===== src/rtl/countdown_timer.sv =====
// countdown_timer: loadable down-counter with start/pause/resume control and optional auto-reload
// Ports:
//   clock       rising-edge clock
//   reset_n     asynchronous active-low reset
//   load        capture load_value into count and the reload register, abort any run
//   load_value  duration to load (WIDTH bits)
//   start       start from IDLE (when count != 0) or resume from PAUSED
//   pause       suspend counting while running
//   count       registered remaining count
//   busy        high while running or paused
//   done        one-cycle pulse when the count expires
module countdown_timer #(
  parameter int WIDTH  = 4,
  parameter bit RELOAD = 1'b0
) (
  input  logic             clock,
  input  logic             reset_n,
  input  logic             load,
  input  logic [WIDTH-1:0] load_value,
  input  logic             start,
  input  logic             pause,
  output logic [WIDTH-1:0] count,
  output logic             busy,
  output logic             done
);
  typedef enum logic [1:0] {IDLE, RUN, PAUSED} state_t;
  state_t state, state_nxt;
  logic [WIDTH-1:0] reload_reg, count_nxt;
  logic done_nxt;
  logic expire, rearm;
  always_ff @(posedge clock or negedge reset_n) begin
    if (!reset_n) begin
      state      <= IDLE;
      count      <= '0;
      reload_reg <= '0;
      done       <= 1'b0;
    end else begin
      state <= state_nxt;
      count <= count_nxt;
      done  <= done_nxt;
      if (load) reload_reg <= load_value;
    end
  end
  // expire: the decrementing edge that takes the count to zero
  assign expire = (state == RUN) && !load && !pause && (count == WIDTH'(1));
  // a zero reload value never re-arms, so RUN is never held at zero
  assign rearm  = RELOAD && (reload_reg != '0);
  always_comb begin
    state_nxt = state;
    count_nxt = count;
    done_nxt  = expire;
    if (load) begin
      state_nxt = IDLE;
      count_nxt = load_value;
    end else begin
      case (state)
        IDLE:    state_nxt = (start && count != '0) ? RUN : IDLE;
        RUN: begin
          state_nxt = pause ? PAUSED : (expire && !rearm) ? IDLE : RUN;
          count_nxt = pause ? count : expire ? (rearm ? reload_reg : '0) : count - WIDTH'(1);
        end
        PAUSED:  state_nxt = start ? RUN : PAUSED;
        default: state_nxt = IDLE;
      endcase
    end
  end
  always_comb busy = (state != IDLE);
endmodule


===== config.mk =====
export PLATFORM = sky130hd
export DESIGN_NAME = countdown_timer
export DESIGN_NICKNAME = d
export VERILOG_FILES = /design/src/rtl/countdown_timer.sv
export SDC_FILE = /design/constraint.sdc
export NUM_CORES = 1
export LEC_CHECK = 0
export BUFFER_PORTS_ARGS = -buffer_cell sky130_fd_sc_hd__buf_2
export CORE_AREA = 5 5 42 44
export CTS_BUF_LIST = sky130_fd_sc_hd__clkbuf_4 sky130_fd_sc_hd__clkbuf_8 sky130_fd_sc_hd__clkbuf_16
export CTS_CLUSTER_SIZE = 40
export DETAILED_ROUTE_END_ITERATION = 16
export DIE_AREA = 0 0 47 49
export PLACE_DENSITY_LB_ADDON = 0.1
export SYNTH_ARGS = -nofsm -noshare
export SYNTH_HDL_FRONTEND = slang
export SYNTH_SLANG_ARGS = --single-unit

===== constraint.sdc =====
create_clock -name clock -period 2.8 [get_ports clock]
set_clock_uncertainty 0.15 [all_clocks]
set_input_delay 0.56 -clock clock [delete_from_list [all_inputs] [get_ports clock]]
set_output_delay 0.56 -clock clock [all_outputs]
set_load 0.01 [all_outputs]

==> impl_metrics.env <==
export IMPL_crit_buf_inv=1
export IMPL_die_w_um=47
export IMPL_synth_top_family_by_area="simple AND/OR/NAND/NOR gates"
export IMPL_synthTopCellsByArea="dfrtp_1 42%, a21oi_1 6.1%, ha_1 6.1%"
export IMPL_cts_setup_buffers=0
export IMPL_die_area_um2=2300
export IMPL_critPathKind="reg2out"
export IMPL_period_needed_ps=1770
export IMPL_dp_slack_ps=1140
export IMPL_vias_per_cell=5.01
export IMPL_nFillCells=154
export IMPL_critPathSlowestCell="dfrtp_1"
export IMPL_globalplace_congestion=0.714
export IMPL_yosysWarningCount=0
export IMPL_p_sw_mw=0.0816
export IMPL_hold_viol_final=0
export IMPL_drt_first_iter_violations=4
export IMPL_cp_top_family="flip-flops"
export IMPL_tightest_slew_ps=259
export IMPL_setup_slack_ps=1030
export IMPL_layout_cells_non_filler=77
export IMPL_synth_simple_area_share=0.312
export IMPL_dp_hpwl_um=740
export IMPL_finalMaxSlewViolations=0
export IMPL_rsz0062_at_grt="false"
export IMPL_finalSetupViolations=0
export IMPL_tns_ps=0
export IMPL_clk_latency_ps=250
export IMPL_wl_per_cell_um=12.5
export IMPL_numCtsBuffers=3
export IMPL_rows=14
export IMPL_intPower_mw=0.202
export IMPL_p_sw_frac=0.288
export IMPL_synth_net_count=54
export IMPL_startpoint_type="register"
export IMPL_ys_ff_latch=7
export IMPL_hold_slack_ps=376
export IMPL_placed_cells=72
export IMPL_drv_cap=0
export IMPL_cp_slowest_stage_delay_ps=440
export IMPL_synth_compound_area_frac=0.115
export IMPL_peakVddDrop_uv=185
export IMPL_wl_um=961
export IMPL_drive_gt1_frac=0.344
export IMPL_diodes=0
export IMPL_grt_pass1_vias=381
export IMPL_hp_class="in2reg"
export IMPL_yosys_mux_area_fraction=0.0515
export IMPL_synth_flop_cell="dfrtp_1"
export IMPL_ys_seq_area_frac=0.424
export IMPL_htree_levels=1
export IMPL_grt_pass1_wl_mm=1.66
export IMPL_required_ps=2090
export IMPL_pwr_share_comb=0.201
export IMPL_min_period_over_period=0.633
export IMPL_antenna_found_initial=0
export IMPL_cts_sinks=7
export IMPL_fp_dieH_um=49
export IMPL_areaGrowthSynthToFinish_pct=30.6
export IMPL_grt_max_degree=13
export IMPL_synth_top_area_frac=0.424
export IMPL_yosys_area_share_xor_xnor=0
export IMPL_cts_tree="built"
export IMPL_power_per_cell_area_nw_per_um2=526
export IMPL_placement_io_buffers=14
export IMPL_start_util=0.295
export IMPL_drtPass1Iterations=4
export IMPL_cts_clk_slew_worst_paths_ps=60
export IMPL_drc=0
export IMPL_synth_top_area_cell="dfrtp_1"
export IMPL_ys_types=23
export IMPL_core_area_um2=1400
export IMPL_clockRootBuffer="clkbuf_4"
export IMPL_slew_headroom=0.825
export IMPL_fmax_mhz=564
export IMPL_synthTopCellsByCount="7 x dfrtp_1, 5 x a21oi_1, 4 x nand2_1"
export IMPL_grt_usage=0.101
export IMPL_power_share_sequential=0.424
export IMPL_yosysMostFrequentCell="dfrtp_1"
export IMPL_cellLeakagePower_nw=0.254
export IMPL_layout_nets=73
export IMPL_synth_area_um2=413
export IMPL_cp_max_fo=6
export IMPL_cts_resized=0
export IMPL_synth_adder_area_share=0.0606
export IMPL_num_vias=386
export IMPL_synthArstFlopShare=1.00
export IMPL_endpoint_kind="output port"
export IMPL_cts_buffer_depth=2
export IMPL_io_pin_count=15
export IMPL_synth_edf_count=0
export IMPL_crit_chain="or2_1 > buf_2"
export IMPL_finalPower_mw=0.284
export IMPL_status="complete, no violations"
export IMPL_syn_instance_count=43
export IMPL_syn_area_per_cell_um2=9.60
export IMPL_ant_nets=0
export IMPL_cp_arrival_ps=1060
export IMPL_clkPwrFrac=0.375
export IMPL_overflow=0
layout by cell type (no fill, tap or decap), drive strengths merged, types with 2 or more instances in the layout:
cell / count
a21oi: 5
buf: 14
clkbuf: 4
dfrtp: 7
ha: 2
inv: 3
nand2: 4
nand3b: 2
nor2: 2
nor3: 2
or3b: 2
metrics by stage:
step                      cell area (um^2)   util
after floorplan                        413      -
after global placement                 499  0.356
after detailed placement               499  0.356
after CTS                              539  0.385
after global routing                   539  0.385
final                                  539  0.385
worst paths after layout:
kind	from	depth (start not counted)	slack, ps	to
worst min-delay path	load_value[2]	3	380	count[2]$_DFFE_PN0P_
min in group asynchronous	reset_n	2	520	state[0]$_DFF_PN0_
worst max-delay path	state[1]$_DFF_PN0_	2	1030	busy
max in group asynchronous	reset_n	2	1820	count[3]$_DFFE_PN0P_
worst min register to register	state[0]$_DFF_PN0_	2	480	state[1]$_DFF_PN0_
worst max register to register	count[1]$_DFFE_PN0P_	5	1270	count[2]$_DFFE_PN0P_
flip-flops by register name, indices dropped and copies added (netlist names):
name / count
count: 4
done: 1
state: 2
metal layers:
| metal | track usage | up-vias | routed length, um |
|---|---|---|---|
| met5 | 0 | - | 0 |
| met3 | 0.0332 | 2 | 83 |
| li1 | - | 190 | - |
| met4 | 0.0553 | 0 | 8 |
| met2 | 0.133 | 15 | 435 |
| met1 | 0.140 | 179 | 433 |
cells by family (layout without fill, tap and decap cells):
logic type / Yosys count / after routing
mux: 2 / 2
buf+inv: 4 / 22
fa+ha+maj: 2 / 2
compound gates: 8 / 8
simple gates: 20 / 20
flops: 7 / 7
worst register-to-register path: cells and delay by family, from the launching register on:
kind	cells	cell delay [ps]
buffers and inverters	1	100
AOI/OAI and AO/OA	1	100
DFF	1	390
adders and majority gates	1	140
and+or+nand+nor	2	520
repair_timing:
action                                  in CTS  in global routing
hold endpoints to repair                     7                  0
hold buffers                                 1                  0
endpoints found under the setup margin       0                  0
cell type report:
| class | instances | area, um^2 | share of cell area |
|---|---|---|---|
| Tap cell | 16 | 20.0 | 0.0371 |
| Multi-Input combinational cell | 32 | 223 | 0.413 |
| Timing Repair Buffer | 15 | 80.1 | 0.148 |
| Clock buffer | 4 | 30.0 | 0.0557 |
| Inverter | 3 | 11.3 | 0.0209 |
| Sequential cell | 7 | 175 | 0.325 |
power by group through the flow:
stage	Sequential, mW	Clock (mW)	Combinational (mW)
final	0.120	0.106	0.0571
after global routing	0.122	0.113	0.0658
after CTS	0.120	0.110	0.0584
after detailed placement	0.122	0	0.0572
after global placement	0.122	0	0.0569
after floorplan	0.123	0	0.0320
Power figures use the tool's default switching activity.
